**src/rtl/md_pkg.sv**
```systemverilog
// Shared definitions for the sequential multiply/divide unit: op encodings,
// FSM state type and a constant-friendly ceiling-log2 helper.
package md_pkg;

  localparam logic [1:0] MD_MULT  = 2'b00;
  localparam logic [1:0] MD_MULTU = 2'b01;
  localparam logic [1:0] MD_DIV   = 2'b10;
  localparam logic [1:0] MD_DIVU  = 2'b11;

  typedef enum logic [1:0] {
    ST_IDLE = 2'd0,
    ST_RUN  = 2'd1,
    ST_FIX  = 2'd2
  } md_state_t;

  function automatic int clog2(input int n);
    int r;
    r = 0;
    for (int i = 0; i < 32; i++) begin
      if ((1 << r) < n) r++;
    end
    return r;
  endfunction

endpackage

```
**src/rtl/md_abs.sv**
```systemverilog
// Conditional two's-complement negate; used both to take operand magnitudes
// and to re-apply result signs.
module md_abs #(
  parameter int WIDTH = 32
) (
  input  logic [WIDTH-1:0] i_val,
  input  logic             i_neg,
  output logic [WIDTH-1:0] o_val
);

  assign o_val = i_neg ? (~i_val + WIDTH'(1)) : i_val;

endmodule

```
**src/rtl/mult_div_seq.sv**
```systemverilog
// Sequential MULT/MULTU/DIV/DIVU unit with HI/LO results and start/busy/done
// handshake. Define MD_EARLY_TERM_EN to end multiplies after the top set bit of |b|.
module mult_div_seq
  import md_pkg::*;
#(
  parameter int WIDTH = 32
) (
  input  logic             clk,
  input  logic             rst,
  input  logic             start,
  input  logic [1:0]       op,
  input  logic [WIDTH-1:0] a,
  input  logic [WIDTH-1:0] b,
  output logic             busy,
  output logic             done,
  output logic [WIDTH-1:0] hi,
  output logic [WIDTH-1:0] lo,
  output logic             div_zero
);

  localparam int CW = clog2(WIDTH);

  md_state_t          r_state;
  logic [CW-1:0]      r_cnt;
  logic               r_is_div, r_neg_res, r_neg_rem, r_dz;
  logic [2*WIDTH-1:0] r_acc;     // product accumulator, or remainder in [WIDTH:0]
  logic [2*WIDTH-1:0] r_mcand;   // shifted multiplicand, or divisor in [WIDTH-1:0]
  logic [WIDTH-1:0]   r_mplier;  // multiplier, or dividend shifting into quotient
  logic               r_busy, r_done, r_div_zero;
  logic [WIDTH-1:0]   r_hi, r_lo;

  logic               w_div, w_signed, w_a_neg, w_b_neg;
  logic [WIDTH-1:0]   w_abs_a, w_abs_b, w_quo_fix, w_rem_fix;
  logic [2*WIDTH-1:0] w_prod_fix;
  logic [WIDTH:0]     w_rem_sh, w_rem_next;
  logic [WIDTH+1:0]   w_diff;
  logic               w_q_bit;
  logic [CW-1:0]      w_cnt_load;

  assign w_div    = (op == MD_DIV) || (op == MD_DIVU);
  assign w_signed = (op == MD_MULT) || (op == MD_DIV);
  assign w_a_neg  = w_signed & a[WIDTH-1];
  assign w_b_neg  = w_signed & b[WIDTH-1];

  md_abs #(.WIDTH(WIDTH)) u_abs_a (.i_val(a), .i_neg(w_a_neg), .o_val(w_abs_a));
  md_abs #(.WIDTH(WIDTH)) u_abs_b (.i_val(b), .i_neg(w_b_neg), .o_val(w_abs_b));

  md_abs #(.WIDTH(2*WIDTH)) u_fix_prod (.i_val(r_acc), .i_neg(r_neg_res), .o_val(w_prod_fix));
  md_abs #(.WIDTH(WIDTH)) u_fix_quo (.i_val(r_mplier), .i_neg(r_neg_res), .o_val(w_quo_fix));
  md_abs #(.WIDTH(WIDTH)) u_fix_rem (.i_val(r_acc[WIDTH-1:0]), .i_neg(r_neg_rem), .o_val(w_rem_fix));

  // Restoring step: bring in the next dividend bit, subtract if it fits.
  assign w_rem_sh   = {r_acc[WIDTH-1:0], r_mplier[WIDTH-1]};
  assign w_diff     = {1'b0, w_rem_sh} - {2'b00, r_mcand[WIDTH-1:0]};
  assign w_q_bit    = ~w_diff[WIDTH+1];
  assign w_rem_next = w_q_bit ? w_diff[WIDTH:0] : w_rem_sh;

`ifdef MD_EARLY_TERM_EN
  logic [CW-1:0] w_msb;

  // NOTE: every always_comb output gets a default before any conditional
  // assignment, otherwise synthesis infers a latch.
  always_comb begin
    w_msb = '0;
    for (int i = 0; i < WIDTH; i++) begin
      if (w_abs_b[i]) w_msb = CW'(i);
    end
  end

  assign w_cnt_load = w_div ? CW'(WIDTH-1) : w_msb;
`else
  assign w_cnt_load = CW'(WIDTH-1);
`endif

  // NOTE: sequential state uses non-blocking assignments only, so every
  // register sees pre-edge values regardless of statement order.
  // NOTE: datapath registers are reset along with control so outputs and
  // internal state are never X after reset, including a reset mid-operation.
  always_ff @(posedge clk or negedge rst) begin
    if (!rst) begin
      r_state    <= ST_IDLE;
      r_cnt      <= '0;
      r_is_div   <= 1'b0;
      r_neg_res  <= 1'b0;
      r_neg_rem  <= 1'b0;
      r_dz       <= 1'b0;
      r_acc      <= '0;
      r_mcand    <= '0;
      r_mplier   <= '0;
      r_busy     <= 1'b0;
      r_done     <= 1'b0;
      r_div_zero <= 1'b0;
      r_hi       <= '0;
      r_lo       <= '0;
    end else begin
      r_done <= 1'b0;
      case (r_state)
        ST_IDLE: begin
          if (start) begin
            r_busy     <= 1'b1;
            r_is_div   <= w_div;
            r_neg_res  <= w_a_neg ^ w_b_neg;
            r_neg_rem  <= w_a_neg;
            r_cnt      <= w_cnt_load;
            r_div_zero <= 1'b0;
            r_mcand    <= {{WIDTH{1'b0}}, (w_div ? w_abs_b : w_abs_a)};
            r_mplier   <= w_div ? w_abs_a : w_abs_b;
            if (w_div && (b == '0)) begin
              r_dz    <= 1'b1;
              r_acc   <= {{WIDTH{1'b0}}, a};
              r_state <= ST_FIX;
            end else begin
              r_dz    <= 1'b0;
              r_acc   <= '0;
              r_state <= ST_RUN;
            end
          end
        end
        ST_RUN: begin
          if (r_is_div) begin
            r_acc    <= {{(WIDTH-1){1'b0}}, w_rem_next};
            r_mplier <= {r_mplier[WIDTH-2:0], w_q_bit};
          end else begin
            if (r_mplier[0]) r_acc <= r_acc + r_mcand;
            r_mcand  <= r_mcand << 1;
            r_mplier <= r_mplier >> 1;
          end
          if (r_cnt == '0) r_state <= ST_FIX;
          else             r_cnt   <= r_cnt - CW'(1);
        end
        ST_FIX: begin
          r_busy  <= 1'b0;
          r_done  <= 1'b1;
          r_state <= ST_IDLE;
          if (r_dz) begin
            r_hi       <= r_acc[WIDTH-1:0];
            r_lo       <= '1;
            r_div_zero <= 1'b1;
          end else if (r_is_div) begin
            r_hi <= w_rem_fix;
            r_lo <= w_quo_fix;
          end else begin
            {r_hi, r_lo} <= w_prod_fix;
          end
        end
        default: r_state <= ST_IDLE;
      endcase
    end
  end

  assign busy     = r_busy;
  assign done     = r_done;
  assign hi       = r_hi;
  assign lo       = r_lo;
  assign div_zero = r_div_zero;

endmodule
```
**config.mk**
```make
export PLATFORM = sky130hd
export DESIGN_NAME = mult_div_seq
export DESIGN_NICKNAME = d
export VERILOG_FILES = /design/src/rtl/md_pkg.sv /design/src/rtl/md_abs.sv /design/src/rtl/mult_div_seq.sv
export SDC_FILE = /design/constraint.sdc
export NUM_CORES = 1
export LEC_CHECK = 0
export ABC_CLOCK_PERIOD_IN_PS = 4500
export CAP_MARGIN = 20
export CORE_ASPECT_RATIO = 0.9
export CORE_UTILIZATION = 35
export CTS_BUF_LIST = sky130_fd_sc_hd__clkbuf_4 sky130_fd_sc_hd__clkbuf_8 sky130_fd_sc_hd__clkbuf_16
export DETAILED_ROUTE_END_ITERATION = 8
export GPL_TIMING_DRIVEN = 0
export PLACE_DENSITY = 0.63
export SYNTH_ARGS = -nofsm -noshare
export SYNTH_HDL_FRONTEND = slang
export SYNTH_SLANG_ARGS = --single-unit
```
**constraint.sdc**
```tcl
create_clock -name clk -period 4.5 [get_ports clk]
set_input_delay 1.35 -clock clk [delete_from_list [all_inputs] [get_ports clk]]
set_output_delay 1.35 -clock clk [all_outputs]
set_load 0.03 [all_outputs]
```
==> impl_results.md, run 1 <==
- Pwr dens: roughly 840 mW/mm²
- Portion of the clock cycle consumed by the worst path in the final layout: 0.961
- CTS max path bufs: 3
- H-tree levels: 1
- Start point of the worst hold path: hi[21]$_DFFE_PN0P_
- Cell depth of the worst min-delay path: 2
- Detailed Route Iter0 Violations: between 2000 and 3000
- EDFF count, synth: 0
- Mean post-synth cell area: about 7.7 µm²
- Root buffer selected by CTS: sky130_fd_sc_hd__clkbuf_16
- Fin util: 0.413
- Hpwl dp: around 70 mm
- Layout Area Growth over Synthesis: 16.3%
- Maximum fanout encountered on the critical timing path: 9
- Clk Latency, worst-skew pair: about 0.62 ns
- Placed Area: around 0.023 mm²
- Num rows: 84
- Power after layout: just over 20 mW
- Summed instance area of the synthesized netlist: slightly above 0.02 mm²
- Clock tree from TritonCTS: yes
- Unrepaired setup endpoints after global routing: no
- Sink of the worst hold path: hi[21]$_DFFE_PN0P_
- Most used standard cell by instance count after synthesis: sky130_fd_sc_hd__nand2_1
- Core area: between 0.05 and 0.06 mm²
- Count of vias placed by the detailed router: between 20000 and 25000
- Wire length reported by the detailed router: slightly below 90 mm
- Final hold slack: between 0.4 and 0.5 ns
- Seq/Total Area, Yosys: 0.287
- Port buffer count: 135
- Leakage Power: between 9 and 10 nW
- Final setup violation count: 0
- Global-route total usage across every layer: 0.283
- Length of the first detailed-routing pass in iterations: 7
- Distinct cell type count of the synthesized netlist: 84
- Reg2reg start: r_acc[0]$_DFFE_PN0P_
- DR DRC count: 0
- Clock buffer count from CTS: 28
- List of most frequent post-synthesis cells: sky130_fd_sc_hd__nand2_1 (355), sky130_fd_sc_hd__o21ai_0 (252), sky130_fd_sc_hd__a21oi_1 (244)
- Worst reg2reg setup slack: about 0.18 ns
- Library cell with the largest summed area after synthesis: sky130_fd_sc_hd__dfrtp_1
- Pin count of the biggest net entering global routing: between 100 and 150
- Max Cap Viol: 0
- Post-CTS clock slew at the launch and capture registers of the worst setup and hold paths: ~0.060 ns
- Initial antenna violation count: 3
- Number of fillers in the final layout: 6099
- Hold violation count in the final report: 0
- Cells on worst reg2reg path: 12
- Number of warnings printed during yosys synthesis: 0
- Pins Over Slew Limit: 0
- Overall die width: roughly 260 µm
- Path type of the worst setup path: flip-flop to flip-flop
- Number of post-CTS setup repair buffers: 0
- Vertical die dimension: around 230 µm
- Worst Tran Pin Value: 1.12 ns
- Final critical path time including I/O delays and setup: between 4 and 5 ns
- Setup TNS: 0 ns
- Endpoint of the worst-slack reg-to-reg timing path: r_acc[58]$_DFFE_PN0P_
- Global-route wire length before repair: about 130 mm
- Pre-CTS setup slack: -0.805 ns
- Synth top area share: 0.287
- Most used flip-flop cell after synthesis: sky130_fd_sc_hd__dfrtp_1
- Worst min-delay path category: flip-flop to flip-flop
- Final setup margin: 0.177 ns
- Rel. slew slack: 0.256
- Async S/R FF share, synth: 1.00
- Required time at the endpoint of the critical path: approximately 5.0 ns
- Total nets after synthesis: around 2900
- Synth Instances: between 2000 and 3000
- Arrival time at the worst endpoint: roughly 4.9 ns
- VDD IR-drop max: roughly 0.00046 V
- Average wire length per cell after detail routing: 23.8 µm
- Area enclosed by the die boundary: roughly 0.06 mm²
- Initial core utilization: 0.355
- Critical path launch point type: flip-flop
- Nature of the critical path endpoint: flip-flop
- Number of global-route vias before repair: about 21000
- Setup clock skew after layout: 0.0445 ns
- Final Wtd Congestion: ~1.0
- Antenna-violating nets left: 0
- Yosys reg bits: about 240
- Final instance count without filler cells: 3668
- Total placed cells including tap cells: between 3000 and 4000
- Number of clock sinks: around 240
- Critical Path Source: r_acc[0]$_DFFE_PN0P_
- Layout Nets: about 3000
- Per-cell via count in the routed design: just over 6
- Result of the run: finished clean
- Largest cells by area after synthesis: sky130_fd_sc_hd__dfrtp_1 (29%), sky130_fd_sc_hd__nand2_1 (6.4%), sky130_fd_sc_hd__ha_1 (6.1%), sky130_fd_sc_hd__o21ai_0 (6.1%), sky130_fd_sc_hd__a21oi_1 (5.9%)
- Highest achievable clock rate: between 200 and 250 MHz
- Share of layout cells above drive strength 1: 0.0391
- Remaining global-route overflow: 0
- I/O pin cnt: 136
- Final std cell area, no fill: about 0.024 mm²
==> metal layers <==
metal | share of wire | vias to the layer above | routed length [µm] | global-route usage
met4 | 0.036 | 2 | 3130 | 0.0917
met5 | 0.0013 | - | 112 | 0
li1 | - | 10100 | - | -
met1 | 0.43 | 10600 | 37400 | 0.388
met2 | 0.42 | 1236 | 36300 | 0.421
met3 | 0.12 | 218 | 10500 | 0.0866
==> worst max-delay path by stage <==
| stage | to | slack, ns | cells after the start |
|---|---|---|---|
| 5_1_grt | r_acc[58]$_DFFE_PN0P_ | 0.01 | 12 |
| 3_5_place_dp | r_acc[30]$_DFFE_PN0P_ | -0.80 | 12 |
| 6_report | r_acc[58]$_DFFE_PN0P_ | 0.18 | 12 |
| 2_1_floorplan | r_acc[30]$_DFFE_PN0P_ | 0.87 | 10 |
| 3_3_place_gp | r_mcand[6]$_DFFE_PN0P_ | -8.65 | 1 |
| 4_1_cts | r_acc[19]$_DFFE_PN0P_ | 0.04 | 13 |
==> worst max-delay path, stage by stage, from the launching register on <==
cell                       delay [ns]
sky130_fd_sc_hd__dfrtp_2         0.56
sky130_fd_sc_hd__ha_1            0.31
sky130_fd_sc_hd__fa_1            0.44
sky130_fd_sc_hd__a211oi_1        0.29
sky130_fd_sc_hd__o21bai_1        0.20
sky130_fd_sc_hd__a211oi_1        0.52
sky130_fd_sc_hd__nor3_1          0.26
sky130_fd_sc_hd__o31ai_1         0.63
sky130_fd_sc_hd__a21oi_1         0.26
sky130_fd_sc_hd__a21boi_0        0.35
sky130_fd_sc_hd__o21ai_0         0.16
sky130_fd_sc_hd__xnor2_1         0.14
sky130_fd_sc_hd__o21ai_0         0.15
==> cell families (layout without fill, tap and decap cells) <==
group                      count (synthesis)  count (layout)  synth area share
xor gates and xnor gates                 235             235            0.0990
buffers and inverters                    276             464            0.0534
DFF                                      238             238             0.287
other                                      0               2                 0
adders and majority gates                103             103            0.0627
muxes                                     55              55            0.0272
and+or+nand+nor                          868             868             0.191
AOI/OAI and AO/OA                        929             929             0.280
==> area by class of cell <==
class	count	area (µm²)	area share
flip-flops and latches	238	5960	0.246
multi-input cells	2190	13800	0.569
well taps	774	968	0.0401
clock inverters	18	204	0.00844
plain buffers	197	817	0.0338
diodes	2	5.00	0.000207
inverters	79	297	0.0123
repair buffers	138	1420	0.0587
clock buffers	32	743	0.0307
==> sequential cells by signal (all words and copies together) (netlist names) <==
signal,count
lo,32
div_zero,1
r_acc,64
r_dz,1
r_neg_res,1
r_cnt,5
r_state,2
r_mplier,32
r_is_div,1
done,1
r_neg_rem,1
busy,1
hi,32
r_mcand,64
==> report_power, final <==
group          leakage (nW)  total [mW]  switching [mW]  internal (mW)
Sequential             2.99        3.99            1.05           2.94
Combinational          6.39        13.9            9.15           4.75
Clock                 0.468        2.43            1.07           1.36
==> cell usage in the layout, fill, tap and decap left out, types with 28 or more instances in the layout <==
| master | instances |
|---|---|
| sky130_fd_sc_hd__o21ai_0 | 252 |
| sky130_fd_sc_hd__clkbuf_16 | 28 |
| sky130_fd_sc_hd__o31ai_1 | 39 |
| sky130_fd_sc_hd__mux2i_1 | 52 |
| sky130_fd_sc_hd__dfrtp_1 | 236 |
| sky130_fd_sc_hd__nand2_1 | 355 |
| sky130_fd_sc_hd__clkbuf_1 | 165 |
| sky130_fd_sc_hd__xor2_1 | 104 |
| sky130_fd_sc_hd__inv_1 | 77 |
| sky130_fd_sc_hd__xnor2_1 | 131 |
| sky130_fd_sc_hd__clkdlybuf4s50_1 | 134 |
| sky130_fd_sc_hd__a22o_1 | 31 |
| sky130_fd_sc_hd__ha_1 | 101 |
| sky130_fd_sc_hd__a211oi_1 | 47 |
| sky130_fd_sc_hd__nand3_1 | 43 |
| sky130_fd_sc_hd__a31oi_1 | 84 |
| sky130_fd_sc_hd__a21oi_1 | 243 |
| sky130_fd_sc_hd__nor2_1 | 234 |
| sky130_fd_sc_hd__a21o_1 | 44 |
| sky130_fd_sc_hd__nor3_1 | 36 |
==> what timing repair did <==
item                       in CTS  in global routing
gates cloned                    0                  0
hold buffers                    0                  0
setup endpoints to repair      21                 47
gates resized for setup         5                 10
(Power assumes the default switching activity.)
==> run 2: changes to the inputs <==
Settings changed: PLACE_DENSITY 0.63 to not set.
==> run 2 against run 1 <==
Compared with the run above: sequential share of layout area decreased by 0.11 points; worst hold slack improved by 0.0013 ns; register-to-register slack got worse by 0.04 ns; sequential power about the same; combinational power about the same; flip-flop and latch count unchanged; count of clock-buffer cells in the layout increased by 10; wire length increased by 6.7%; first-iteration DRC count decreased by 21%; total power increased by 2.2%; cell area increased by 0.46%; critical endpoint is now hi[22]$_DFFE_PN0P_.
==> impl_results.md, run 2 (synthesized netlist as in run 1, its figures left out) <==
- Total placed cells including tap cells: 3616 (was 3615)
- Average wire length per cell after detail routing: 25.4 µm (was 23.8 µm)
- Sum of routed wire segments on met1: 40.7 mm (was 37.4 mm)
- Final Wtd Congestion: 0.985 (was 1.03)
- Nature of the critical path endpoint: flip-flop (unchanged)
- Maximum fanout encountered on the critical timing path: 9 (unchanged)
- Per-cell via count in the routed design: 6.07 (was 6.05)
- Length of the first detailed-routing pass in iterations: 6 (was 7)
- Arrival time at the worst endpoint: 4.87 ns (was 4.85 ns)
- Leading cell types in the layout, fill and taps excluded: sky130_fd_sc_hd__nand2_1 (355), sky130_fd_sc_hd__o21ai_0 (252), sky130_fd_sc_hd__a21oi_1 (242) (was sky130_fd_sc_hd__nand2_1 (355), sky130_fd_sc_hd__o21ai_0 (252), sky130_fd_sc_hd__a21oi_1 (243))
- Initial antenna violation count: 1 (was 3)
- Worst Tran Pin Value: 1.12 ns (about the same)
- Routed wire length on met2: 39.5 mm (was 36.3 mm)
- Max Cap Viol: 0 (unchanged)
- Overall die width: 259 µm (unchanged)
- Top routing layer in use: met4 (was met5)
- Vertical die dimension: 233 µm (unchanged)
- Layout Nets: 3047 (was 3044)
- Clk Latency, worst-skew pair: 0.63 ns (was 0.62 ns)
- Rel. slew slack: 0.253 (was 0.256)
- Pins Over Slew Limit: 0 (unchanged)
- Hold violation count in the final report: 0 (unchanged)
- Global-route total usage across every layer: 0.305 (was 0.283)
- Core area: 0.0585 mm² (unchanged)
- Final setup violation count: 0 (unchanged)
- Antenna-violating nets left: 0 (unchanged)
- Clock tree from TritonCTS: yes (unchanged)
- Largest registers: r_acc: 64 flops, r_mcand: 64 flops (unchanged)
- Final critical path time including I/O delays and setup: 4.37 ns (was 4.32 ns)
- Post-CTS clock slew at the launch and capture registers of the worst setup and hold paths: 0.06 ns (about the same)
- Result of the run: finished clean (unchanged)
- Pwr dens: 855 mW/mm² (was 840 mW/mm²)
- Num rows: 84 (unchanged)
- Area enclosed by the die boundary: 0.0604 mm² (unchanged)
- Final setup margin: 0.134 ns (was 0.177 ns)
- Initial core utilization: 0.355 (unchanged)
- Leakage Power: 9.92 nW (was 9.85 nW)
- Final instance count without filler cells: 3670 (was 3668)
- Global-route wire length before repair: 138 mm (was 130 mm)
- Unrepaired setup endpoints after global routing: no (unchanged)
- Required time at the endpoint of the critical path: 5.01 ns (was 5.03 ns)
- DR DRC count: 0 (unchanged)
- H-tree levels: 1 (unchanged)
- Pre-CTS setup slack: -0.784 ns (was -0.805 ns)
- Quantity of hold-fixing buffers added after cts: 0 (unchanged)
- Power after layout: 20.8 mW (was 20.3 mW)
- Number of clock sinks: 238 (unchanged)
- Setup clock skew after layout: 0.0448 ns (was 0.0445 ns)
- I/O pin cnt: 136 (unchanged)
- Number of fillers in the final layout: 5983 (was 6099)
- Root buffer selected by CTS: sky130_fd_sc_hd__clkbuf_16 (unchanged)
- Layout Area Growth over Synthesis: 16.9% (was 16.3%)
- Port buffer count: 135 (unchanged)
- Path type of the worst setup path: flip-flop to flip-flop (unchanged)
- Critical path launch point type: flip-flop (unchanged)
- Pin count of the biggest net entering global routing: 111 (was 110)
- VDD IR-drop max: 0.000402 V (was 0.000456 V)
- Worst min-delay path category: flip-flop to flip-flop (unchanged)
- Commonest non-fill, non-tap cell in the layout: sky130_fd_sc_hd__nand2_1 (unchanged)
- Wire length reported by the detailed router: 93.2 mm (was 87.4 mm)
- Detailed Route Iter0 Violations: 2317 (was 2949)
- Clock buffer count from CTS: 30 (was 28)
- Hpwl dp: 74.0 mm (was 68.4 mm)
- Remaining global-route overflow: 0 (unchanged)
- Portion of the clock cycle consumed by the worst path in the final layout: 0.970 (was 0.961)
- Share of layout cells above drive strength 1: 0.0418 (was 0.0391)
- Highest achievable clock rate: 229 MHz (was 231 MHz)
- Met3 wire length: 8.66 mm (was 10.5 mm)
- Number of global-route vias before repair: 21400 (was 20800)
- CTS max path bufs: 3 (unchanged)
- Count of vias placed by the detailed router: 22300 (was 22200)
-- run 2: layer usage --
| metal | global-route usage | up-vias |
|---|---|---|
| met5 | 0 | - |
| met2 | 0.459 | 1133 |
| met4 | 0.132 | 0 |
| met1 | 0.420 | 10800 |
| li1 | - | 10100 |
| met3 | 0.0615 | 227 |
-- run 2: timing repair --
item                                    CTS  global route
pin swaps                                 0             0
endpoints found under the hold margin     0             0
buffers inserted                          0             0
endpoints found under the setup margin   26            49
gates resized for setup                   7            15
cloned                                    0             0
-- run 2: final timing paths --
kind | slack, ns | cells past startpoint | start | end
min reg2reg | 0.48 | 2 | hi[14]$_DFFE_PN0P_ | hi[14]$_DFFE_PN0P_
max in group asynchronous | 2.96 | 2 | rst | r_mcand[35]$_DFFE_PN0P_
min in group asynchronous | 0.62 | 1 | rst | lo[22]$_DFFE_PN0P_
max | 0.13 | 13 | r_acc[0]$_DFFE_PN0P_ | hi[22]$_DFFE_PN0P_
min | 0.48 | 2 | hi[14]$_DFFE_PN0P_ | hi[14]$_DFFE_PN0P_
max reg2reg | 0.13 | 13 | r_acc[0]$_DFFE_PN0P_ | hi[22]$_DFFE_PN0P_
-- run 2: final cells by class --
class	instances	area (µm²)	share of cell area
sequential	238	5960	0.245
timing repair buffer	139	1420	0.0586
inverter	79	297	0.0122
antenna	1	2.50	0.000103
tap	774	968	0.0399
clock buffer	42	885	0.0364
buffer	197	821	0.0338
clock inverter	10	160	0.00659
multi-input combinational	2190	13800	0.567
-- run 2: critical path, cell delays in order, from the launching register on --
cell,delay (ns)
sky130_fd_sc_hd__dfrtp_2,0.55
sky130_fd_sc_hd__inv_2,0.23
sky130_fd_sc_hd__ha_1,0.23
sky130_fd_sc_hd__or3b_1,0.36
sky130_fd_sc_hd__clkbuf_1,0.20
sky130_fd_sc_hd__nand4bb_2,0.40
sky130_fd_sc_hd__or4_4,0.51
sky130_fd_sc_hd__or3_1,0.45
sky130_fd_sc_hd__or4_1,0.50
sky130_fd_sc_hd__a21oi_1,0.18
sky130_fd_sc_hd__a311o_1,0.12
sky130_fd_sc_hd__o21ai_0,0.18
sky130_fd_sc_hd__a21oi_1,0.27
sky130_fd_sc_hd__o21ai_1,0.09
-- run 2: per-stage QoR --
step	area, µm²	util	hold slack (ns)	setup TNS (ns)
detailed placement	23200	0.396	0.470	-22.80
finish	24300	0.415	0.479	0
global placement	23100	0.395	0.466	-2004.09
floorplan	20800	-	0.469	0
CTS	24200	0.414	0.483	0
global route	24300	0.415	0.519	0
-- run 2: power by group --
part,internal (mW),switching [mW]
Clock,1.54,1.06
Combinational,4.76,9.43
Sequential,2.94,1.05
